===== config.mk =====
export PLATFORM = sky130hd
export DESIGN_NAME = fetch_unit
export DESIGN_NICKNAME = d
export VERILOG_FILES = /design/src/rtl/fetch_unit.sv
export SDC_FILE = /design/constraint.sdc
export NUM_CORES = 1
export LEC_CHECK = 0
export ABC_CLOCK_PERIOD_IN_PS = 4300
export CORE_MARGIN = 3
export CORE_UTILIZATION = 54
export CTS_CLUSTER_SIZE = 25
export DETAILED_ROUTE_END_ITERATION = 12
export HOLD_SLACK_MARGIN = 0.08
export PLACE_DENSITY = 0.87
export SYNTH_ARGS = -nofsm -noshare
export SYNTH_HDL_FRONTEND = slang
export SYNTH_SLANG_ARGS = --single-unit

===== constraint.sdc =====
create_clock -name clk -period 4.3 [get_ports clk]
set_input_delay 0.86 -clock clk [delete_from_list [all_inputs] [get_ports clk]]
set_output_delay 0.86 -clock clk [all_outputs]
set_load 0.02 [all_outputs]

===== src/rtl/fetch_unit.sv =====
// rtl/fetch_unit.sv - instruction fetch front end with credit-limited in-order request/response tracking
module fetch_unit #(
    parameter int              XLEN     = 32,
    parameter logic [XLEN-1:0] RESET_PC = {XLEN{1'b0}},
    parameter int              DEPTH    = 2
) (
    input  logic            clk,
    input  logic            reset,
    input  logic            redirect_valid,
    input  logic [XLEN-1:0] redirect_pc,
    output logic            imem_req_valid,
    output logic [XLEN-1:0] imem_req_addr,
    input  logic            imem_req_ready,
    input  logic            imem_resp_valid,
    input  logic [XLEN-1:0] imem_resp_data,
    output logic            inst_valid,
    output logic [XLEN-1:0] inst_pc,
    output logic [XLEN-1:0] inst_data,
    input  logic            inst_ready
);

    localparam int PTR_W  = (DEPTH > 1) ? $clog2(DEPTH) : 1;
    localparam int CNT_W  = PTR_W + 1;
    localparam int LIVE_W = CNT_W + 2;

    logic [XLEN-1:0]   fetch_pc;
    logic [XLEN-1:0]   pcq_mem [DEPTH];
    logic [PTR_W-1:0]  pcq_rd;
    logic [PTR_W-1:0]  pcq_wr;
    logic [CNT_W-1:0]  pcq_cnt;
    logic [XLEN-1:0]   fifo_pc   [DEPTH];
    logic [XLEN-1:0]   fifo_data [DEPTH];
    logic [PTR_W-1:0]  fifo_rd;
    logic [PTR_W-1:0]  fifo_wr;
    logic [CNT_W-1:0]  fifo_cnt;
    logic [CNT_W-1:0]  drop_cnt;
    logic [LIVE_W-1:0] live;
    logic              req_fire;
    logic              resp_drop;
    logic              resp_take;
    logic              inst_pop;
    logic              unused_pc_lsbs;

    // Every issued-but-unretired fetch holds a credit: tracked address, buffered word or pending drop.
    assign live           = LIVE_W'(pcq_cnt) + LIVE_W'(fifo_cnt) + LIVE_W'(drop_cnt);
    assign imem_req_valid = !reset && !redirect_valid && (live < LIVE_W'(DEPTH));
    assign imem_req_addr  = fetch_pc;
    assign req_fire       = imem_req_valid && imem_req_ready;

    // Older squashed responses always arrive before responses to live requests.
    assign resp_drop      = imem_resp_valid && (drop_cnt != '0);
    assign resp_take      = imem_resp_valid && (drop_cnt == '0) && (pcq_cnt != '0);

    assign inst_valid     = (fifo_cnt != '0);
    assign inst_pop       = inst_valid && inst_ready;
    assign inst_pc        = fifo_pc[fifo_rd];
    assign inst_data      = fifo_data[fifo_rd];

    assign unused_pc_lsbs = ^redirect_pc[1:0];

    // PC, address tracking queue, instruction buffer and squash counter.
    always_ff @(posedge clk) begin
        if (reset) begin
            fetch_pc <= RESET_PC;
            pcq_rd   <= '0;
            pcq_wr   <= '0;
            pcq_cnt  <= '0;
            fifo_rd  <= '0;
            fifo_wr  <= '0;
            fifo_cnt <= '0;
            drop_cnt <= '0;
            for (int i = 0; i < DEPTH; i++) begin
                pcq_mem[i]   <= '0;
                fifo_pc[i]   <= '0;
                fifo_data[i] <= '0;
            end
        end else if (redirect_valid) begin
            // Anything still outstanding after this cycle's response becomes a drop.
            fetch_pc <= {redirect_pc[XLEN-1:2], 2'b00};
            drop_cnt <= drop_cnt - CNT_W'(resp_drop) + pcq_cnt - CNT_W'(resp_take);
            pcq_rd   <= '0;
            pcq_wr   <= '0;
            pcq_cnt  <= '0;
            fifo_rd  <= '0;
            fifo_wr  <= '0;
            fifo_cnt <= '0;
        end else begin
            if (req_fire) begin
                pcq_mem[pcq_wr] <= fetch_pc;
                pcq_wr          <= pcq_wr + PTR_W'(1);
                fetch_pc        <= fetch_pc + XLEN'(4);
            end
            if (resp_take) begin
                pcq_rd             <= pcq_rd + PTR_W'(1);
                fifo_pc[fifo_wr]   <= pcq_mem[pcq_rd];
                fifo_data[fifo_wr] <= imem_resp_data;
                fifo_wr            <= fifo_wr + PTR_W'(1);
            end
            if (inst_pop) begin
                fifo_rd <= fifo_rd + PTR_W'(1);
            end
            pcq_cnt  <= pcq_cnt + CNT_W'(req_fire) - CNT_W'(resp_take);
            fifo_cnt <= fifo_cnt + CNT_W'(resp_take) - CNT_W'(inst_pop);
            drop_cnt <= drop_cnt - CNT_W'(resp_drop);
        end
    end

    // A response with nothing outstanding means the memory broke ordering or invented a reply.
    resp_has_owner: assert property (@(posedge clk) disable iff (reset)
        imem_resp_valid |-> ((drop_cnt != '0) || (pcq_cnt != '0)));

endmodule


==> impl_metrics.py, run 1 <==
metrics = {
    "sta": {
        "fin_tns_setup_ns": 0,
        "fin_crit_ns": 3.68,
        "rsz0062_at_grt": "no",
        "finalMaxSlewViolations": 0,
        "fin_crit_sh_pct": 85.6,
        "fmax_ghz": 0.272,
        "hold_viol": 0,
        "whs_ns": 0.524,
        "slew-limit-headroom_pct": 31.9,
        "tightest_slew_ns": 1.02,
        "skew_ns": 0.0106,
        "finalSetupViolCount": 0,
    },
    "synthesis": {
        "ys_types": 62,
        "yosys_register_bits": 226,
        "synth_cells": 822,
        "yosys_most_used_dff": "edfxtp_1",
        "avgSynthCellArea_sq_um": 12.7,
        "synth-edff-count": 184,
        "synth.yosys.seq_area_share_pct": 61.1,
        "async_reset_ff_share_pct": 0,
        "syn_area_sq_um": 10400,
        "synth_warnings": 0,
    },
    "drt": {
        "first_pass_iters": 5,
        "drtIter0Drc": 479,
        "num_vias": 7049,
        "routed_wl_microns": 23000,
        "drc": 0,
        "viasPerCell": 5.66,
        "ant_nets": 0,
        "wl_per_cell_microns": 18.5,
    },
    "clock_network": {
        "htree_levels": 1,
        "worstSkewPairLatency_ns": 0.51,
        "cts-buffers-inserted": 24,
        "cts_max_path_buffers": 3,
        "clock_sinks": 226,
        "postCtsHoldBufs": 0,
        "cts_tree": "built",
        "postCtsSetupRepairBufs": 0,
        "cts_resized": 0,
        "clockRootBuffer": "clkbuf_16",
        "clkSlewWorstSetupHoldPaths_ns": 0.06,
    },
    "placement": {
        "portBuffers": 161,
        "dpl.hpwl_microns": 15100,
        "place_area_sq_um": 12200,
        "routabilityCongestion": 0.894,
    },
    "setup_path": {
        "reg2regPathDepth": 11,
        "crit_chain": "inv_1 > fa_1 > inv_1 > ha_1 > nor4b_1 > clkdlybuf4s50_1",
        "crit_fanout": 3,
        "cp_common_cell": "inv_1",
        "worstPathArrival_ns": 2.82,
        "critical_path_class": "flop to primary output",
        "worst_r2r_endpoint": "pcq_mem[0][23]",
        "reg2reg_slack_ns": 0.91,
        "cpPeakStageDelay_ns": 0.67,
        "crit_path_top_delay_cell": "clkdlybuf4s50_1",
        "r2r-start": "pcq_cnt[1]",
        "start_kind": "flop",
        "crit_required_ns": 3.44,
        "endpoint_kind": "primary output",
    },
    "cells_and_area": {
        "drive_above_1_share_pct": 13.3,
        "antenna_cells": 0,
        "final_util_pct": 69.0,
        "final_area_sq_um": 13000,
        "area_growth_pct": 24.7,
        "nets": 1048,
    },
    "power_and_ir_drop": {
        "vdd_ir_drop_max_mv": 0.301,
        "p_per_area_nw_per_um2": 398,
        "power_mw": 5.17,
        "power_leakage_nw": 4.74,
    },
    "min_path": {
        "min_from": "pcq_rd",
        "worstHoldPathType": "flop to flop",
        "holdPathStages": 2,
        "whs_endpoint": "pcq_rd",
    },
    "grt": {
        "antenna_found_initial": 0,
        "grt_max_degree": 50,
        "grt.overflow.total": 0,
        "gr-usage-all-layers_pct": 21.6,
        "grt_pass1_vias": 7068,
        "grt_pass1_wl_microns": 37300,
    },
    "die": {
        "core_sq_um": 18800,
        "rows": 50,
        "dieArea_sq_um": 21000,
        "ios": 168,
        "initial_core_util_pct": 55.3,
        "die_w_microns": 145,
        "die_h_microns": 145,
    },
    "job": {
        "drv_cap": 0,
    },
    "run_status": {
        "status": "finished clean",
    },
}
cell families after synthesis:
kind of cell             share of synthesized area [%]
flip-flops                                        61.1
multiplexers                                      9.58
AND/OR/NAND/NOR                                   17.9
XOR/XNOR                                          1.39
adder cells (fa/ha/maj)                           1.39
other                                           0.0360
buffers and inverters                             3.77
AO/OA/AOI/OAI                                     4.81
cell usage after synthesis, drive strengths merged (15+ instances only):
cell / number / area [sq um]
and2: 103 / 647
and3: 35 / 220
buf: 17 / 136
clkbuf: 44 / 169
dfxtp: 42 / 841
edfxtp: 184 / 5530
inv: 21 / 78.8
mux2: 62 / 698
mux2i: 30 / 300
nand2: 15 / 56.3
nor2: 92 / 345
state kept, by name, indices dropped and copies added (netlist names), 2 cells and up, named ones only:
signal         cells
pcq_mem           60
pcq_cnt            2
fifo_data         64
imem_req_addr     30
drop_cnt           2
fifo_pc           60
fifo_cnt           2
metal layers:
layer | up-vias | GRT usage [%] | part of all wire (%)
met1 | 3370 | 30.5 | 43
met4 | 0 | 5.99 | 2.0
met2 | 335 | 34.7 | 46
met3 | 36 | 4.22 | 8.9
li1 | 3308 | - | -
met5 | - | 0 | 0
critical path: cells and delay by family, from the launching register on:
kind / cells / cell delay, ns
DFF: 1 / 0.36
and+or+nand+nor: 1 / 0.31
adders and majority gates: 2 / 0.85
buffers and inverters: 3 / 0.80
power by group:
group          switching, mW  total (mW)  internal [mW]
combinational          0.344       0.626          0.281
sequential            0.0877        2.57           2.48
clock                  0.797        1.97           1.17
area by class of cell:
type,instances,area [sq um]
Sequential cell,226,6370
Fill cell,1292,5840
Multi-Input combinational cell,516,3690
Timing Repair Buffer,178,1760
Clock buffer,33,686
Tap cell,260,325
Clock inverter,11,83.8
Inverter,21,78.8
worst max path at each step:
stage / startpoint / end / slack [ns] / cells after the start
2_1_floorplan: redirect_valid / fifo_data[0][0] / 0.77 / 5
3_3_place_gp: reset / imem_req_valid / 0.70 / 4
6_report: pcq_cnt[1] / imem_req_valid / 0.62 / 6
5_1_grt: pcq_cnt[1] / imem_req_valid / 0.50 / 6
3_5_place_dp: reset / imem_req_valid / 0.71 / 4
4_1_cts: pcq_cnt[1] / imem_req_valid / 0.61 / 6
through the flow:
| stage | cells | setup WS, ns |
|---|---|---|
| 3_3_place_gp | 1201 | 0.698 |
| 3_5_place_dp | 1201 | 0.712 |
| 4_1_cts | 1245 | 0.612 |
| 5_1_grt | 1245 | 0.503 |
| 6_report | 1245 | 0.621 |
| 2_1_floorplan | 825 | 0.768 |
cells in the final DEF, fill, tap and decap left out, types with 5 or more instances in the layout:
cell type	n
dfxtp_1	41
clkdlybuf4s50_1	161
mux2_2	62
xnor2_1	11
nand3_1	11
edfxtp_1	184
or4_1	8
nor2_1	91
a311oi_1	9
mux2i_1	30
and2_1	101
or3_1	7
ha_1	10
nor3_1	9
a21oi_1	5
inv_1	20
clkbuf_1	5
nand2_1	15
o31ai_1	5
nand4_1	11
a211oi_1	8
clkbuf_16	25
and3_1	34
a31oi_1	7
buf_4	15
and4_1	9
clkinv_1	6
a221oi_1	6
nor4_1	6
o21ai_0	7
(Power assumes the default switching activity.)
==> inputs of run 2 (changes only) <==
CORE_MARGIN = 8   (was 3)
SETUP_SLACK_MARGIN = 0.15   (was default)
SLEW_MARGIN = 0   (was default)
==> impl_metrics.py, run 2 (same netlist as run 1, synthesis figures left out) <==
metrics = {
    "setup_path": {
        "crit_fanout": 3,
        "worstPathArrival_ns": 2.79,
        "crit_path_start": "pcq_cnt[1]",
        "critical_path_class": "flop to primary output",
        "r2r-start": "pcq_cnt[1]",
        "start_kind": "flop",
        "reg2regPathDepth": 11,
        "endpoint_kind": "primary output",
        "crit_required_ns": 3.44,
    },
    "grt": {
        "grt_max_degree": 63,
        "grt_use_met3_pct": 5.05,
        "grtUsageMet1_pct": 25.5,
        "antenna_found_initial": 0,
        "use_met2_pct": 31.1,
        "grt.overflow.total": 0,
        "gr-usage-all-layers_pct": 19.3,
        "busiest_layer": "met2",
        "grt_pass1_wl_microns": 37300,
        "grt_pass1_vias": 7033,
    },
    "cells_and_area": {
        "regMostFlops": "fifo_data",
        "ff_latch_area_sq_um": 6370,
        "layout_common_cells": "edfxtp_1, clkdlybuf4s50_1, and2_1, nor2_1, mux2_2",
        "final_common_cell": "edfxtp_1",
        "area_growth_pct": 24.9,
        "nets": 1047,
        "largest_reg_flops": 64,
        "drive_above_1_share_pct": 13.4,
        "reg_top3": "fifo_data x64, fifo_pc x60, pcq_mem x60",
        "final_util_pct": 67.8,
        "multi_input_area_sq_um": 3690,
        "antenna_cells": 0,
        "nFillCells": 1335,
    },
    "sta": {
        "slew-limit-headroom_pct": 26.9,
        "fmax_ghz": 0.274,
        "finalMaxSlewViolations": 0,
        "rsz0062_at_grt": "no",
        "tightest_slew_ns": 1.10,
        "fin_tns_setup_ns": 0,
        "skew_ns": 0.0138,
        "fin_crit_ns": 3.65,
        "hold_viol": 0,
        "finalSetupViolCount": 0,
        "fin_crit_sh_pct": 84.9,
    },
    "die": {
        "rows": 51,
        "core_sq_um": 19200,
        "initial_core_util_pct": 54.3,
        "ios": 168,
        "die_h_microns": 155,
        "dieArea_sq_um": 24000,
        "die_w_microns": 155,
    },
    "clock_network": {
        "cts_resized": 0,
        "clkSlewWorstSetupHoldPaths_ns": 0.06,
        "cts_tree": "built",
        "postCtsSetupRepairBufs": 0,
        "worstSkewPairLatency_ns": 0.50,
        "clock_sinks": 226,
        "htree_levels": 1,
        "postCtsHoldBufs": 0,
        "clockRootBuffer": "clkbuf_16",
        "cts_max_path_buffers": 3,
        "cts-buffers-inserted": 23,
    },
    "power_and_ir_drop": {
        "clockPowerShare_pct": 38.6,
        "power_mw": 5.21,
        "p_comb_share_pct": 12.0,
        "p_per_area_nw_per_um2": 401,
        "switchingPower_mw": 1.23,
        "switching_share_pct": 23.6,
        "p_int_mw": 3.98,
        "vdd_ir_drop_max_mv": 0.303,
        "power_leakage_nw": 4.74,
        "pwr-share-seq_pct": 49.4,
    },
    "min_path": {
        "worstHoldPathType": "flop to flop",
        "min_from": "fifo_rd",
        "holdPathStages": 2,
    },
    "placement": {
        "routabilityCongestion": 0.867,
        "dpl.hpwl_microns": 15800,
        "portBuffers": 161,
    },
    "drt": {
        "routed_wl_microns": 23600,
        "ant_nets": 0,
        "drc": 0,
        "wl_per_cell_microns": 18.9,
        "first_pass_iters": 6,
        "viasPerCell": 5.62,
        "num_vias": 7011,
        "drtIter0Drc": 541,
    },
    "job": {
        "drv_cap": 0,
    },
    "run_status": {
        "status": "finished clean",
    },
}
-- run 2: power groups by stage --
stage	Sequential (mW)	Clock [mW]	Combinational, mW
final	2.58	2.01	0.625
after global routing	2.59	2.13	0.673
after detailed placement	2.62	0	0.623
after floorplan	2.60	0	0.357
after global placement	2.61	0	0.606
after CTS	2.57	2.03	0.627
-- run 2: area by class of cell --
cell class	count	area share, %
clock buffers	25	4.48
clock inverters	16	1.38
inverters	21	0.606
multi-input cells	516	28.3
flip-flops and latches	226	48.9
well taps	265	2.55
repair buffers	178	13.7
-- run 2: final timing paths --
path	to	slack (ns)
max reg2reg	pcq_mem[0][29]	0.93
max	imem_req_valid	0.65
min reg2reg	fifo_rd	0.52
min	fifo_rd	0.52
-- run 2: critical path, stage by stage (launching register included) --
cell,delay [ns]
dfxtp_1,0.35
inv_1,0.10
fa_1,0.53
inv_1,0.04
ha_1,0.31
nor4b_1,0.30
clkdlybuf4s50_1,0.66
-- run 2: stage by stage --
step | hold slack [ns] | setup WS, ns | area [sq um] | std cells
finish | 0.525 | 0.647 | 13000 | 1247
CTS | 0.527 | 0.597 | 13000 | 1247
floorplan | 0.481 | 0.768 | 10400 | 825
global route | 0.552 | 0.514 | 13000 | 1247
detailed placement | 0.507 | 0.678 | 12300 | 1206
global placement | 0.494 | 0.701 | 12300 | 1206
-- run 2: layer usage --
| layer | part of all wire, % | vias to the layer above |
|---|---|---|
| met1 | 43 | 3368 |
| met4 | 1.7 | 0 |
| met2 | 47 | 308 |
| met3 | 8.9 | 38 |
| met5 | 0 | - |
| li1 | - | 3297 |
==> inputs of run 3 (changes only) <==
ABC_CLOCK_PERIOD_IN_PS = 3400   (was 4300)
clock period = 3.4 ns   (was 4.3 ns; I/O delays follow)
==> impl_metrics.py, run 3 (same netlist as run 1, synthesis figures left out) <==
metrics = {
    "drt": {
        "num_vias": 7053,
        "wl_met1_microns": 9730,
        "wl_met3_microns": 2350,
        "routed_wl_microns": 23700,
        "wl_met2_microns": 11200,
        "viasPerCell": 5.64,
        "top_layer_used": "met4",
        "drtIter0Drc": 602,
        "drc": 0,
        "ant_nets": 0,
        "first_pass_iters": 5,
        "wl_per_cell_microns": 19.0,
    },
    "sta": {
        "rsz0062_at_grt": "no",
        "skew_ns": 0.0170,
        "fmax_ghz": 0.324,
        "finalMaxSlewViolations": 0,
        "fin_crit_sh_pct": 90.7,
        "fin_crit_ns": 3.08,
        "fin_tns_setup_ns": 0,
        "hold_viol": 0,
        "slew-limit-headroom_pct": 29.3,
        "tightest_slew_ns": 1.06,
        "finalSetupViolCount": 0,
    },
    "die": {
        "ios": 168,
        "initial_core_util_pct": 54.3,
        "dieArea_sq_um": 24000,
        "rows": 51,
        "die_h_microns": 155,
        "core_sq_um": 19200,
        "die_w_microns": 155,
    },
    "power_and_ir_drop": {
        "vdd_ir_drop_max_mv": 0.361,
        "p_per_area_nw_per_um2": 491,
        "power_leakage_nw": 4.73,
    },
    "clock_network": {
        "htree_levels": 1,
        "clock_sinks": 226,
        "cts-buffers-inserted": 23,
        "worstSkewPairLatency_ns": 0.50,
        "clockRootBuffer": "clkbuf_16",
        "cts_max_path_buffers": 3,
        "cts_tree": "built",
        "clkSlewWorstSetupHoldPaths_ns": 0.06,
    },
    "grt": {
        "gr-usage-all-layers_pct": 19.4,
        "antenna_found_initial": 0,
        "grt_max_degree": 63,
        "grt_pass1_wl_microns": 37700,
        "grt_pass1_vias": 7183,
        "grt.overflow.total": 0,
    },
    "setup_path": {
        "crit_fanout": 12,
        "crit_required_ns": 3.76,
        "worstPathArrival_ns": 3.44,
        "start_kind": "flop",
        "critical_path_class": "flop to flop",
        "endpoint_kind": "flop",
    },
    "cells_and_area": {
        "antenna_cells": 0,
        "final_common_cell": "edfxtp_1",
        "area_growth_pct": 24.8,
        "layout_common_cells": "edfxtp_1, clkdlybuf4s50_1, and2_1, nor2_1, mux2_2",
        "nFillCells": 1296,
        "largest_reg_flops": 64,
        "nets": 1051,
        "regMostFlops": "fifo_data",
        "drive_above_1_share_pct": 13.6,
        "reg_top3": "fifo_data x64, fifo_pc x60, pcq_mem x60",
        "layout.cells.non_filler": 1251,
    },
    "placement": {
        "dpl.hpwl_microns": 16100,
        "portBuffers": 161,
        "routabilityCongestion": 0.868,
        "dp_cells": 1210,
    },
    "min_path": {
        "worstHoldPathType": "flop to flop",
    },
    "run_status": {
        "status": "finished clean",
    },
    "job": {
        "drv_cap": 0,
    },
}
## run 3: changes by cell type in the layout (fill, tap and decap cells not counted), sizes merged
cell           previous run  this run
clkinv                   10         4
clkdlybuf4s50           161       160
clkbuf                   25        38
clkinvlp                  2         0
bufinv                    4         0
buf                      17        21
## run 3: per-stage QoR
stage / hold slack [ns] / instance area (sq um) / power, mW / util [%] / worst slack (ns)
detailed placement: 0.494 / 12300 / 4.10 / 64.1 / 0.333
global route: 0.541 / 13000 / 6.61 / 67.7 / 0.161
finish: 0.506 / 13000 / 6.38 / 67.7 / 0.316
CTS: 0.508 / 13000 / 6.42 / 67.7 / 0.163
floorplan: 0.481 / 10400 / 3.74 / - / 0.276
global placement: 0.497 / 12300 / 4.07 / 64.1 / 0.419
## run 3: per-layer routing
layer,up-vias,track usage [%]
li1,3306,-
met1,3339,24.9
met2,369,32.3
met3,39,4.88
met4,0,5.27
met5,-,0
## run 3: area by class of cell
cell class | count | area, sq um | area share, %
Timing Repair Buffer | 182 | 1840 | 14.1
Clock buffer | 37 | 678 | 5.21
Clock inverter | 4 | 17.5 | 0.135
Inverter | 21 | 78.8 | 0.606
Multi-Input combinational cell | 516 | 3690 | 28.4
Tap cell | 265 | 332 | 2.55
Sequential cell | 226 | 6370 | 49.0
## run 3: timing repair
| item | CTS | global route |
|---|---|---|
| resized for setup | 1 | 4 |
| hold buffers | 0 | 0 |
| pin swaps | 0 | 1 |
| buffers inserted | 0 | 0 |
| setup endpoints to repair | 1 | 3 |
## run 3: worst paths after layout
| path | from | to | slack (ns) | cells past startpoint |
|---|---|---|---|---|
| setup reg to reg | pcq_cnt[1] | imem_req_addr[23] | 0.32 | 9 |
| setup / recovery | pcq_cnt[1] | imem_req_addr[23] | 0.32 | 9 |
| hold / removal | pcq_rd | flop | 0.51 | 2 |
| hold reg to reg | pcq_rd | flop | 0.51 | 2 |
## run 3: where the power goes
| part | internal (mW) | switching [mW] | leakage, nW |
|---|---|---|---|
| clock | 1.36 | 0.969 | 0.341 |
| sequential | 3.14 | 0.122 | 2.25 |
| combinational | 0.362 | 0.434 | 2.14 |
## run 3: worst max-delay path, cell delays in order (launching register included)
cell,delay [ns]
dfxtp_1,0.37
inv_1,0.10
fa_1,0.56
inv_1,0.06
ha_1,0.32
nand4bb_4,0.33
buf_4,0.27
nor4_2,0.39
a211oi_1,0.12
a2111oi_0,0.44
